File: src/rtl/pkt_arb_pkg.sv
// Shared types for the packet display arbiter.
// Optional build macro: PKT_ARB_BLANK_EN (blank the display when idle).
package pkt_arb_pkg;

  localparam int PKT_W_DEF = 24;

  typedef logic [PKT_W_DEF-1:0] pkt_t;

  typedef enum logic {
    ARB_IDLE,
    ARB_DWELL
  } arb_state_t;

endpackage

File: src/rtl/rr_pick.sv
// Round-robin picker: first set request at or after ptr, wrapping.
// Purely combinational.
module rr_pick #(
  parameter int NUM_SRC = 6,
  localparam int SRC_W = $clog2(NUM_SRC)
) (
  input  logic [NUM_SRC-1:0] req,
  input  logic [SRC_W-1:0]   ptr,
  output logic [NUM_SRC-1:0] gnt_onehot,
  output logic [SRC_W-1:0]   gnt_idx,
  output logic               any
);

  // Walk offsets from farthest to nearest so the nearest hit wins.
  always_comb begin
    gnt_onehot = '0;
    gnt_idx    = '0;
    any        = 1'b0;
    for (int k = NUM_SRC - 1; k >= 0; k--) begin
      int idx;
      idx = int'(ptr) + k;
      if (idx >= NUM_SRC) idx = idx - NUM_SRC;
      if (req[idx]) begin
        gnt_onehot      = '0;
        gnt_onehot[idx] = 1'b1;
        gnt_idx         = SRC_W'(idx);
        any             = 1'b1;
      end
    end
  end

endmodule

File: src/rtl/packet_display_arbiter.sv
// Round-robin share of the six-digit display among packet sources.
// Optional build macro: PKT_ARB_BLANK_EN (blank the display when idle).
import pkt_arb_pkg::*;

module packet_display_arbiter #(
  parameter int NUM_SRC      = 6,
  parameter int PKT_W        = PKT_W_DEF,
  parameter int DWELL_CYCLES = 50_000_000,
  localparam int SRC_W = $clog2(NUM_SRC),
  localparam int CNT_W = $clog2(DWELL_CYCLES + 1)
) (
  input  logic                     clock,
  input  logic                     clear_n,
  input  logic [NUM_SRC-1:0]       req_valid,
  input  logic [NUM_SRC*PKT_W-1:0] req_data,
  output logic [NUM_SRC-1:0]       req_ready,
  output logic [PKT_W-1:0]         packet_out,
  output logic [SRC_W-1:0]         src_id,
  output logic                     display_valid,
  output logic                     busy
);

  arb_state_t         state, state_nxt;
  logic [SRC_W-1:0]   rr_ptr;
  logic [CNT_W-1:0]   cnt;
  logic [NUM_SRC-1:0] gnt_onehot;
  logic [SRC_W-1:0]   gnt_idx;
  logic               any;

  rr_pick #(.NUM_SRC(NUM_SRC)) u_pick (
    .req        (req_valid),
    .ptr        (rr_ptr),
    .gnt_onehot (gnt_onehot),
    .gnt_idx    (gnt_idx),
    .any        (any)
  );

  always_ff @(posedge clock or negedge clear_n) begin
    if (!clear_n) state <= ARB_IDLE;
    else          state <= state_nxt;
  end

  always_comb begin
    state_nxt = state;
    req_ready = '0;
    busy      = 1'b0;
    unique case (state)
      ARB_IDLE: begin
        req_ready = gnt_onehot;
        if (any) state_nxt = ARB_DWELL;
      end
      ARB_DWELL: begin
        busy = 1'b1;
        if (cnt == '0) state_nxt = ARB_IDLE;
      end
      default: ;
    endcase
  end

  always_ff @(posedge clock or negedge clear_n) begin
    if (!clear_n) begin
      rr_ptr        <= '0;
      cnt           <= '0;
      packet_out    <= '0;
      src_id        <= '0;
      display_valid <= 1'b0;
    end else if (state == ARB_IDLE) begin
      if (any) begin
        packet_out    <= req_data[int'(gnt_idx)*PKT_W +: PKT_W];
        src_id        <= gnt_idx;
        display_valid <= 1'b1;
        cnt           <= CNT_W'(DWELL_CYCLES - 1);
        rr_ptr        <= (gnt_idx == SRC_W'(NUM_SRC - 1)) ?
                         '0 : gnt_idx + SRC_W'(1);
      end
    end else if (cnt != '0) begin
      cnt <= cnt - CNT_W'(1);
`ifdef PKT_ARB_BLANK_EN
    end else if (!(|req_valid)) begin
      display_valid <= 1'b0;
      packet_out    <= '0;
`endif
    end
  end

endmodule

File: config.mk
export PLATFORM = sky130hd
export DESIGN_NAME = packet_display_arbiter
export DESIGN_NICKNAME = d
export VERILOG_FILES = /design/src/rtl/pkt_arb_pkg.sv /design/src/rtl/rr_pick.sv /design/src/rtl/packet_display_arbiter.sv
export SDC_FILE = /design/constraint.sdc
export NUM_CORES = 1
export LEC_CHECK = 0
export BUFFER_PORTS_ARGS = -buffer_cell sky130_fd_sc_hd__buf_2
export CORE_UTILIZATION = 30
export CTS_BUF_LIST = sky130_fd_sc_hd__clkbuf_4
export CTS_CLUSTER_SIZE = 12
export DETAILED_ROUTE_END_ITERATION = 6
export GPL_ROUTABILITY_DRIVEN = 0
export PLACE_DENSITY = 0.63
export REMOVE_ABC_BUFFERS = 1
export SLEW_MARGIN = 20
export SYNTH_ARGS = -nofsm -noshare
export SYNTH_HDL_FRONTEND = slang
export SYNTH_SLANG_ARGS = --single-unit
export TNS_END_PERCENT = 1
File: constraint.sdc
create_clock -name clock -period 13.48 [get_ports clock]
set_input_delay 2.696 -clock clock [delete_from_list [all_inputs] [get_ports clock]]
set_output_delay 2.696 -clock clock [all_outputs]
set_load 0.03 [all_outputs]
======== After elaboration in Yosys (flattened, before gate mapping) ========
Index checks and enable logic that the tools add are counted.
word-level totals
  flip-flop bits (word level) ............. 58
  input bits .............................. 152
operators by class
  $add $sub $neg .......................... 13
  multipliers ............................. 1
  $lt $le $gt $ge ......................... 18
  equal/unequal tests ..................... 2
  shift operators ......................... 1
  mux-type cells .......................... 63
  bitwise logic cells ..................... 1
  reductions and logical operators ........ 11
operators by type and width
  cell                                                                                   number
  32-bit by 1-bit greater-or-equal comparator with 1-bit output (second input constant)  6
  32-bit by 5-bit less-than comparator with 1-bit output (second input constant)         6
  32-bit 2-to-1 mux                                                                      6
  32-bit by 4-bit greater-or-equal comparator with 1-bit output (second input constant)  5
  32-bit by 4-bit subtractor with 32-bit output (second input constant)                  5
  144-bit by 9-bit variable part select with 24-bit output                               1
  26-bit 2-to-1 mux                                                                      3
  6-bit 2-to-1 mux                                                                       7
  1-bit 2-to-1 mux                                                                       27
  26-bit logical NOT                                                                     1
  26-bit nonzero test                                                                    1
  26-bit by 1-bit subtractor with 26-bit output (second input constant)                  1
  3-bit 2-to-1 mux                                                                       7
  1-bit binary-select mux with 3-bit select                                              6
  1-bit demux with 3-bit select                                                          6
  3-bit by 2-bit adder with 4-bit output (second input constant)                         2
  3-bit by 3-bit adder with 4-bit output (second input constant)                         2
  1-bit logical AND                                                                      6
  3-bit by 2-bit multiplier with 5-bit output (second input constant)                    1
  3-bit by 1-bit adder with 4-bit output (second input constant)                         1
  2-bit AND reduction                                                                    2
  3-bit by 3-bit subtractor with 4-bit output (second input constant)                    1
  3-bit by 1-bit adder with 3-bit output (second input constant)                         1
  3-bit equality test (second input constant)                                            1
  5 further kinds                                                                        5

======== Depth between registers and ports, before layout ========
  word-level depth ........................ 14
  mapped depth ............................ 20
  depth with buffers taken out ............ 15

======== Hierarchy ========
Synthesis repeated with hierarchy kept, for this count alone.
unflattened totals
  cell total of the unflattened synthesis .. 606
  area, all modules ....................... 5524.0 µm²
by module, submodules not included
  module                  instances  cells each  area each (µm²)  seq. area each (µm²)
  packet_display_arbiter  1          344         3672.3           1451.4
  rr_pick                 1          262         1851.8           0.0

======== Least setup slack after synthesis ========
No wires, ideal clock.
  kind .................................... input -> output
  start point ............................. input port req_valid[3]
  end point ............................... output port req_ready[5]
  arrival ................................. 5013 ps
  path slack .............................. 5771 ps
  stages on the path ...................... 8
  buffers on the path ..................... 0
  path through ............................ mux4_2 > a22oi_2 > nand3_1 > or3_1 > o21ai_0 > o2bb2ai_1 > a211oi_1 > nor3_1
on the way
  word-level cells in the longest chain between the ends .. 10
  elaborated cells on any way between the ends .. 25
  those cells by class .................... 25 x mux
ends and longest elaborated chain
  element                                              RTL line                      text
  start: declaration                                   packet_display_arbiter.sv:14  input logic [NUM_SRC-1:0] req_valid,
  1-bit binary-select mux with 3-bit select            rr_pick.sv:23                 if (req[idx]) begin
  1-bit 2-to-1 mux (not written as such) (2 in a row)  rr_pick.sv:23
  6-bit 2-to-1 mux (5 in a row)                        rr_pick.sv:23
  6-bit 2-to-1 mux *                                   rr_pick.sv:23
  6-bit 2-to-1 mux *                                   packet_display_arbiter.sv:47  unique case (state)
  end: declaration                                     packet_display_arbiter.sv:16  output logic [NUM_SRC-1:0] req_ready,
Mark *: on every way between the ends. The rest lies on a longest branch, timed or not. The select of a mux whose other input is x is not followed.

======== Worst setup path after layout ========
  start point ............................. input port req_valid[3]
  end point ............................... output port req_ready[1]
Same word-level chain as after synthesis.

==> results.cfg <==
[setup_path]
criticalPathCategory = in -> out
regToRegSetupSlack_ns = 8.15
r2r_start = rr_ptr[1]
cp_common_cell = buf_2
crit_fanout = 7
crit_slowest_cell = mux4_2
cpPeakStageDelay_ns = 0.51
end_kind = output port
arrival_ns = 5.12
required_ns = 10.78
cp-start-kind = input pin
r2r_cells = 14
r2r-end = packet_out[23]
path_cells = buf_2 -> mux4_2 -> a22oi_2 -> nand3_1 -> o41a_1 -> o22ai_1 -> a32oi_1 -> o221ai_1 -> and3_1 -> buf_2

[synth]
muxShareOfSynthArea = 0.119
ys.warnings.count = 0
synthSimpleGateAreaFrac = 0.198
synth-seq-cells = 58
synth_xor_area_frac = 0.0339
synth_top_area_frac = 0.264
ys_types = 74
synth-async-reset-ratio = 1.00
synth_edf_count = 0
synth_area_sq_mm = 0.00550
synth-compound-area-share = 0.280
synthCells = 653
ys_top_cells_by_area = dfrtp_1, mux2i_1, nor2_1, ha_1, a211oi_2
synth.avg_cell_area_sq_um = 8.42
synth-main-ff-cell = dfrtp_1
synth_top_cell_by_area = dfrtp_1
synth_top_family_by_area = compound AO/OA/AOI/OAI gates
synthAdderAreaFrac = 0.0478
yosysMostFrequentCell = nor2_1
synth-seq-area-share = 0.264
yosys-top-cells-count = nor2_1, nand2_1, dfrtp_1

[final_layout]
antennaDiodeCount = 0
multi_input_area_sq_mm = 0.00376
regArea_sq_mm = 0.00145
nFillCells = 1910
nNetsFinal = 986
layout-drive-gt1-share = 0.315
synthToLayoutAreaGrowth_pct = 21.9

[clocking]
clockBufferDepth = 2
cts_inserted_buffers = 9
clock_latency_ns = 0.40
htreeDepth = 3
root_buffer = clkbuf_4
post_cts_buffers = 0
cts_resized = 0
clkTransAtPathRegs_ns = 0.12
postCtsHoldBufs = 0
cts_tree = done
cts_sinks = 58

[timing]
relSlewSlack = 0.340
finalSetupTns_ns = 0
holdWs_ns = 0.485
tightestPinTransition_ns = 0.990
fin_crit_sh = 0.579
finalHoldViolations = 0
rsz0062_at_grt = no
clock_skew_ns = 0.0234
fmax_ghz = 0.128
min_period_ns = 7.81
setup_slack_ns = 5.67
final_max_slew_viol_count = 0
setup_viol = 0

[placement]
dpl.hpwl_microns = 12000
portBuffers = 186
dp_slack_ns = 5.64

[die]
die_x_microns = 137
die_h_microns = 137
ios = 187
die_area_sq_mm = 0.0189
start_util = 0.306
num_rows = 49
core_sq_mm = 0.0180

[global_routing]
antenna_found_initial = 0
grt_overflow_total = 0
grt_pass1_vias = 4897
grt_pass1_wl_microns = 24900
grt_max_degree = 99
grtUsageTotal = 0.165

[hold_path]
hold_path_class = reg -> reg
hold_path.startpoint = display_valid
whs_endpoint = display_valid
hold_path_depth = 1

[detailed_routing]
routed_wl_microns = 16000
first_pass_iters = 5
detail-route-antenna-nets = 0
post_drt_wl_per_cell_microns = 15.3
drt_iter0_markers = 381
route.detailed.drc = 0
num_vias = 5684
vias_per_cell = 5.43

[pwr]
clkPwrFrac = 0.337
total_power_uw = 364
p_per_area_mw_per_mm2 = 54.4
swShare = 0.278
p_leak_nw = 3.32
ir_worst_vdd_uv = 43.2
pwr-share-seq = 0.477
switchingPower_uw = 101
internal_power_uw = 263
pwr-share-comb = 0.185

[job]
cap_violations = 0

[run_status]
outcome = completed
## cell type report
class / instances / share of cell area
Tap cell: 229 / 0.0427
Inverter: 21 / 0.0118
Timing Repair Buffer: 194 / 0.148
Clock buffer: 10 / 0.0112
Clock inverter: 6 / 0.00859
Sequential cell: 58 / 0.216
Multi-Input combinational cell: 529 / 0.561
## registers in the layout (all words and copies together), names as in the netlist
| register | cells |
|---|---|
| src_id | 3 |
| display_valid | 1 |
| rr_ptr | 3 |
| state | 1 |
| packet_out | 24 |
| cnt | 26 |
## how the worst max path moves through the flow
stage	endpoint	from	cells after the start	slack [ns]
after floorplan	packet_out[23]	req_valid[5]	9	5.01
after global placement	req_ready[4]	req_valid[3]	10	5.66
after detailed placement	req_ready[4]	req_valid[3]	10	5.64
after CTS	req_ready[4]	rr_ptr[1]	13	5.63
after global routing	req_ready[4]	rr_ptr[0]	13	5.31
final	req_ready[1]	req_valid[3]	10	5.67
## routing by layer
| layer | track usage | vias to the layer above | part of all wire |
|---|---|---|---|
| li1 | - | 2750 | - |
| met1 | 0.229 | 2655 | 0.45 |
| met2 | 0.263 | 258 | 0.47 |
| met5 | 0 | - | 0 |
| met4 | 0.0403 | 0 | 0.0099 |
| met3 | 0.0294 | 21 | 0.062 |
## stage by stage
stage          cells  area, sq um   util
5_1_grt         1047         6700  0.373
3_5_place_dp    1031         6570  0.366
4_1_cts         1047         6700  0.373
2_1_floorplan    608         5270      -
3_3_place_gp    1031         6570  0.366
6_report        1047         6700  0.373
## cell usage in the layout (no fill, tap or decap), drive strengths merged, types with 7 or more instances in the layout
| master | synthesis | final |
|---|---|---|
| nand3 | 13 | 13 |
| or3 | 13 | 13 |
| inv | 21 | 21 |
| mux2i | 54 | 54 |
| a31oi | 8 | 8 |
| nor3 | 23 | 23 |
| xnor2 | 13 | 13 |
| buf | 19 | 194 |
| dfrtp | 58 | 58 |
| a211oi | 51 | 51 |
| nor2 | 88 | 88 |
| nor4 | 8 | 8 |
| nand2 | 60 | 60 |
| a211o | 25 | 25 |
| ha | 21 | 21 |
| and2 | 7 | 7 |
| o21ai | 34 | 34 |
| clkbuf | 26 | 10 |
| a21oi | 12 | 12 |
## critical path, delay by kind of cell
kind / cells / cell delay, ns
compound gates: 5 / 1.13
buf+inv: 2 / 0.33
mux: 1 / 0.51
simple gates: 2 / 0.44
## cell families (layout without fill, tap and decap cells)
group,count (synthesis),count (layout)
muxes,62,62
and+or+nand+nor,237,237
DFF,58,58
xor gates and xnor gates,17,17
AOI/OAI and AO/OA,192,192
buffers and inverters,66,231
adders and majority gates,21,21
## power by group through the flow
stage | sequential (mW) | combinational, mW | clock (mW)
after floorplan | 0.177 | 0.0378 | 0
after global placement | 0.177 | 0.0673 | 0
after detailed placement | 0.177 | 0.0676 | 0
after CTS | 0.174 | 0.0678 | 0.127
after global routing | 0.174 | 0.0743 | 0.137
final | 0.174 | 0.0676 | 0.123
No activity file was read; power rests on OpenSTA's default activity.
